## src/rtl/serial_add_ctrl_pkg.sv

```systemverilog
`default_nettype none
// ============================================================================
// Module      : serial_add_ctrl_pkg
// Description : Shared constants for the bit-serial adder controller.
//               Holds the state codes and the default operand width.
// Revision    : 1.0  initial release
// ============================================================================
package serial_add_ctrl_pkg;

  localparam int DEFAULT_WIDTH = 8;

  typedef logic [1:0] state_t;

  localparam state_t ST_IDLE = 2'd0;
  localparam state_t ST_RUN  = 2'd1;
  localparam state_t ST_DONE = 2'd2;

  // A new request may only be taken while not mid-operation.
  function automatic logic is_accept_state(input state_t st);
    return (st == ST_IDLE) || (st == ST_DONE);
  endfunction

endpackage : serial_add_ctrl_pkg
`default_nettype wire

```

## src/rtl/fa_bit_cell.sv

```systemverilog
`default_nettype none
// ============================================================================
// Module      : fa_bit_cell
// Description : Purely combinational 1-bit full adder shared by the serial
//               adder controller.
// Revision    : 1.0  initial release
// ============================================================================
module fa_bit_cell (
  input  logic a,
  input  logic b,
  input  logic cin,
  output logic s,
  output logic co
);

  logic half_sum;

  // Classic two-level full adder: propagate term reused for the carry.
  always_comb begin
    half_sum = a ^ b;
    s        = half_sum ^ cin;
    co       = (a & b) | (cin & half_sum);
  end

endmodule : fa_bit_cell
`default_nettype wire

```

## src/rtl/serial_add_ctrl.sv

```systemverilog
`default_nettype none
// ============================================================================
// Module      : serial_add_ctrl
// Description : Bit-serial adder controller. Adds two WIDTH-bit operands LSB
//               first over WIDTH cycles using a single shared full-adder
//               cell, with a start/busy/done handshake.
// Revision    : 1.0  initial release
// ============================================================================
module serial_add_ctrl
  import serial_add_ctrl_pkg::*;
#(
  parameter int WIDTH = DEFAULT_WIDTH,
  parameter int CNT_W = $clog2(WIDTH)
) (
  input  logic             clk,
  input  logic             rst_n,
  input  logic             start,
  input  logic [WIDTH-1:0] a,
  input  logic [WIDTH-1:0] b,
  input  logic             cin,
  output logic             busy,
  output logic             done,
  output logic [WIDTH-1:0] sum,
  output logic             cout
);

  localparam logic [CNT_W-1:0] LAST_BIT = CNT_W'(WIDTH - 1);

  state_t           state;
  state_t           state_nxt;
  logic [WIDTH-1:0] a_sh;
  logic [WIDTH-1:0] b_sh;
  logic [WIDTH-1:0] sum_sh;
  logic [WIDTH-1:0] sum_sh_nxt;
  logic [CNT_W-1:0] cnt;
  logic             carry;
  logic             cell_s;
  logic             cell_co;
  logic             accept;
  logic             last_bit;

  fa_bit_cell u_cell (
    .a   (a_sh[0]),
    .b   (b_sh[0]),
    .cin (carry),
    .s   (cell_s),
    .co  (cell_co)
  );

  // Request acceptance, final-bit detect and the next shifted sum value.
  always_comb begin
    accept     = start && is_accept_state(state);
    last_bit   = (cnt == LAST_BIT);
    sum_sh_nxt = {cell_s, sum_sh[WIDTH-1:1]};
  end

  // State register.
  always_ff @(posedge clk or negedge rst_n) begin
    if (!rst_n) begin
      state <= ST_IDLE;
    end else begin
      state <= state_nxt;
    end
  end

  // Next-state logic; DONE with start goes straight back to RUN.
  always_comb begin
    state_nxt = ST_IDLE;
    case (state)
      ST_IDLE: state_nxt = start ? ST_RUN : ST_IDLE;
      ST_RUN:  state_nxt = last_bit ? ST_DONE : ST_RUN;
      ST_DONE: state_nxt = start ? ST_RUN : ST_IDLE;
      default: state_nxt = ST_IDLE;
    endcase
  end

  // Output decode from the registered state.
  always_comb begin
    busy = (state == ST_RUN);
    done = (state == ST_DONE);
  end

  // Datapath: operand capture, serial shift, carry flop, counter, result.
  always_ff @(posedge clk or negedge rst_n) begin
    if (!rst_n) begin
      a_sh   <= '0;
      b_sh   <= '0;
      sum_sh <= '0;
      cnt    <= '0;
      carry  <= 1'b0;
      sum    <= '0;
      cout   <= 1'b0;
    end else if (accept) begin
      a_sh  <= a;
      b_sh  <= b;
      carry <= cin;
      cnt   <= '0;
    end else if (state == ST_RUN) begin
      a_sh   <= a_sh >> 1;
      b_sh   <= b_sh >> 1;
      sum_sh <= sum_sh_nxt;
      carry  <= cell_co;
      if (last_bit) begin
        // Counter holds at its last value; it is reloaded on the next accept.
        sum  <= sum_sh_nxt;
        cout <= cell_co;
      end else begin
        cnt <= cnt + CNT_W'(1);
      end
    end
  end

endmodule : serial_add_ctrl
`default_nettype wire

```

## config.mk

```make
export PLATFORM = sky130hd
export DESIGN_NAME = serial_add_ctrl
export DESIGN_NICKNAME = d
export VERILOG_FILES = /design/src/rtl/serial_add_ctrl_pkg.sv /design/src/rtl/fa_bit_cell.sv /design/src/rtl/serial_add_ctrl.sv
export SDC_FILE = /design/constraint.sdc
export NUM_CORES = 1
export LEC_CHECK = 0
export ABC_CLOCK_PERIOD_IN_PS = 1750
export CORE_MARGIN = 10
export CORE_UTILIZATION = 52
export DETAILED_ROUTE_END_ITERATION = 12
export PLACE_DENSITY_LB_ADDON = 0.08
export SYNTH_ARGS = -nofsm -noshare
export SYNTH_HDL_FRONTEND = slang
export SYNTH_SLANG_ARGS = --single-unit
```

## constraint.sdc

```tcl
create_clock -name clk -period 1.75 [get_ports clk]
set_input_delay 0.35 -clock clk [delete_from_list [all_inputs] [get_ports clk]]
set_output_delay 0.35 -clock clk [all_outputs]
set_load 0.02 [all_outputs]
```

==> metrics.csv <==
stage,metric,value,unit
status,run_status,"finished, final reports clean",
floorplanning,rows,21,
power,p_total,3911,uW
placed_design,dp_hpwl,2.526,mm
synth,synth_xor_area_share,0,%
floorplanning,ios,31,
synth,ys_types,24,
clock_network,clk_pin_slew_worst_paths,110,ps
synth,synth_flop_cell,dfrtp_1,
synth,synth_area_leader_cell,dfrtp_1,
synth,yosys.area.top_type_share,51.21,%
clock_network,cts_tree,yes,
clock_network,cts_setup_buffers,0,
floorplanning,die-width,79.76,um
drt,route.detailed.drc,0,
global_route,grt_pass1_vias,1376,
setup_path,worstSetupEndpointType,output port,
cells_and_area,n_fill_cell,266,
synth,yosys-top-cells-area,"dfrtp_1, mux2i_1, mux2_4, a211oi_1, nor2b_1",
global_route,grt_overflow_total,0,
setup_path,start_kind,flip-flop,
timing,period_share,98.39,%
setup_path,cp_cell_sequence,nand2b_2 -> inv_8 -> clkdlybuf4s15_1,
setup_path,cp_slowest_cell,dfrtp_1,
floorplanning,initial_core_util,54.78,%
synth,async_flop_share,100.0,%
synth,syn_inst,159,
clock_network,cts.sinks,38,
timing,holdWs,26.16,ps
clock_network,clockBufferDepth,2,
timing,fin_crit,1722,ps
global_route,grt_first_pass_wirelength,6.147,mm
clock_network,htree_num_levels,2,
cells_and_area,insertedDiodeCount,0,
drt,viasPerCell,5.267,
synth,synth_edf_count,0,
drt,wl_per_cell,15.19,um
cells_and_area,area_delta_synth_final,23.45,%
worst_hold_path,hold_path_class,input port to asynchronous set/reset pin,
clock_network,clockRootBuffer,clkbuf_4,
timing,tightestPinTransition,475.3,ps
synth,synth_compound_area_share,12.06,%
synth,syn_area_per_cell,11.68,um2
drt,dr_total_vias,1264,
global_route,antenna_found_initial,0,
setup_path,cp.required,1400,ps
synth,ys_seq_area_share,51.21,%
cells_and_area,final_nets,216,
synth,synth_seq_cells,38,
placed_design,gp_congestion,0.7233,
setup_path,cpPeakStageDelay,430,ps
cells_and_area,final_util,67.63,%
synth,synth_top_family_by_area,multiplexers,
synth,muxShareOfSynthArea,17.05,%
global_route,gr-usage-all-layers,12.23,%
drt,firstDrtPassIters,4,
clock_network,numCtsBuffers,5,
timing,slew_headroom,68.32,%
power,p_per_area,1706,nW/um2
global_route,grt_max_degree,39,
clock_network,clk-insertion-delay-late,360,ps
synth,synth_simple_gate_area_share,12.60,%
drt,drt.antenna.violating_nets,0,
floorplanning,coreArea,3390,um2
setup_path,arrival,1370,ps
synth,netlist_area,1857,um2
timing,slew_violations,0,
synth,yosys_warnings,0,
clock_network,cts_hold_buf,0,
drt,wirelength,3.645,mm
synth,synth-adder-area-share,2.426,%
floorplanning,dieArea,6361,um2
setup_path,cp_max_fo,4,
timing,hold_viol_final,0,
run,maxCapViolations,0,
timing,skew,14.83,ps
synth,synth.net_count,182,
placed_design,placement.io_buffers,30,
power,total_leakage_power,0.001015,uW
timing,fmax,580.8,MHz
power,vdd.ir_drop.worst,757.5,uV
floorplanning,die-height,79.76,um
cells_and_area,drive_above_1_share,16.49,%
setup_path,crit_type,flip-flop to output port,
drt,drt_iter0_drc,57,
timing,setup_viol,0,
-- critical path: cells and delay by family (launching register included) --
family | cells | cell delay [ps]
DFF | 1 | 430
buffers and inverters | 2 | 350
and+or+nand+nor | 1 | 240
-- report_power, final --
| part | switching (uW) | total (uW) | internal, uW |
|---|---|---|---|
| combinational | 864 | 1760 | 898 |
| clock | 292 | 588 | 296 |
| sequential | 272 | 1560 | 1290 |
-- synth_stat cells, types with 2 or more instances --
| cell | number |
|---|---|
| dfrtp_1 | 38 |
| nand2_1 | 21 |
| a211oi_1 | 15 |
| ha_1 | 2 |
| a22o_1 | 2 |
| nand3_1 | 2 |
| inv_1 | 2 |
| o21ai_1 | 2 |
| nor2b_1 | 16 |
| a21oi_1 | 15 |
| buf_4 | 4 |
| mux2_4 | 9 |
| clkbuf_1 | 2 |
| mux2i_1 | 17 |
| buf_2 | 3 |
-- logic make-up (layout without fill, tap and decap cells) --
group / count (synthesis) / in the layout
AOI/OAI and AO/OA: 35 / 35
adders and majority gates: 3 / 3
buffers and inverters: 14 / 49
DFF: 38 / 38
muxes: 27 / 27
and+or+nand+nor: 42 / 42
-- routing by layer --
layer / vias up / GRT usage [%] / wire (um)
li1: 621 / - / -
met1: 608 / 13.46 / 1529
met2: 27 / 20.79 / 1821
met3: 8 / 3.941 / 215
met4: 0 / 5.986 / 78
met5: - / 0 / 0
-- layout make-up --
type	count	area (um2)	share of cell area, %
Inverter	4	22.52	0.9825
Clock buffer	5	37.54	1.638
Tap cell	46	57.56	2.511
Sequential cell	38	950.9	41.48
Multi-Input combinational cell	107	822.0	35.86
Clock inverter	3	40.04	1.747
Timing Repair Buffer	37	361.6	15.78
-- worst paths after layout --
kind,startpoint,to,slack [ps],cells past startpoint
max,state[1],busy,30,3
min,rst_n,cnt[2],30,2
max reg2reg,cnt[1],cnt[0],80,5
min reg2reg,sum_sh[1],sum_sh[1],490,2
max in group asynchronous,rst_n,a_sh[2],1380,2
min in group clk,sum_sh[1],sum_sh[1],490,2
-- cell usage in the layout, fill, tap and decap left out, drive strengths merged, types with 2 or more instances in the layout --
cell           instances
a211oi                15
a21oi                 16
a22o                   2
buf                    7
clkbuf                 6
clkdlybuf4s50         26
clkinv                 2
dfrtp                 38
ha                     2
inv                    4
mux2                  10
mux2i                 17
nand2                 22
nand3                  2
nor2b                 16
o21ai                  2
-- per-stage QoR --
stage	area (um2)	cells	TNS [ps]	setup WS (ps)
2_1_floorplan	1857	159	0	215.6
3_3_place_gp	2211	232	0	114.8
3_5_place_dp	2211	232	0	98.43
4_1_cts	2287	240	0	1.659
5_1_grt	2292	240	-9.961	-9.961
6_report	2292	240	0	28.22
-- sequential cells by signal, indices dropped and copies added, names as in the netlist --
register  cells
a_sh          8
b_sh          8
carry         1
cnt           3
cout          1
state         2
sum           8
sum_sh        7
-- repair_timing --
item,in CTS,in global routing
setup endpoints to repair,2,2
gates resized for setup,3,2
endpoints found under the hold margin,0,0
No activity file was read; power rests on OpenSTA's default activity.
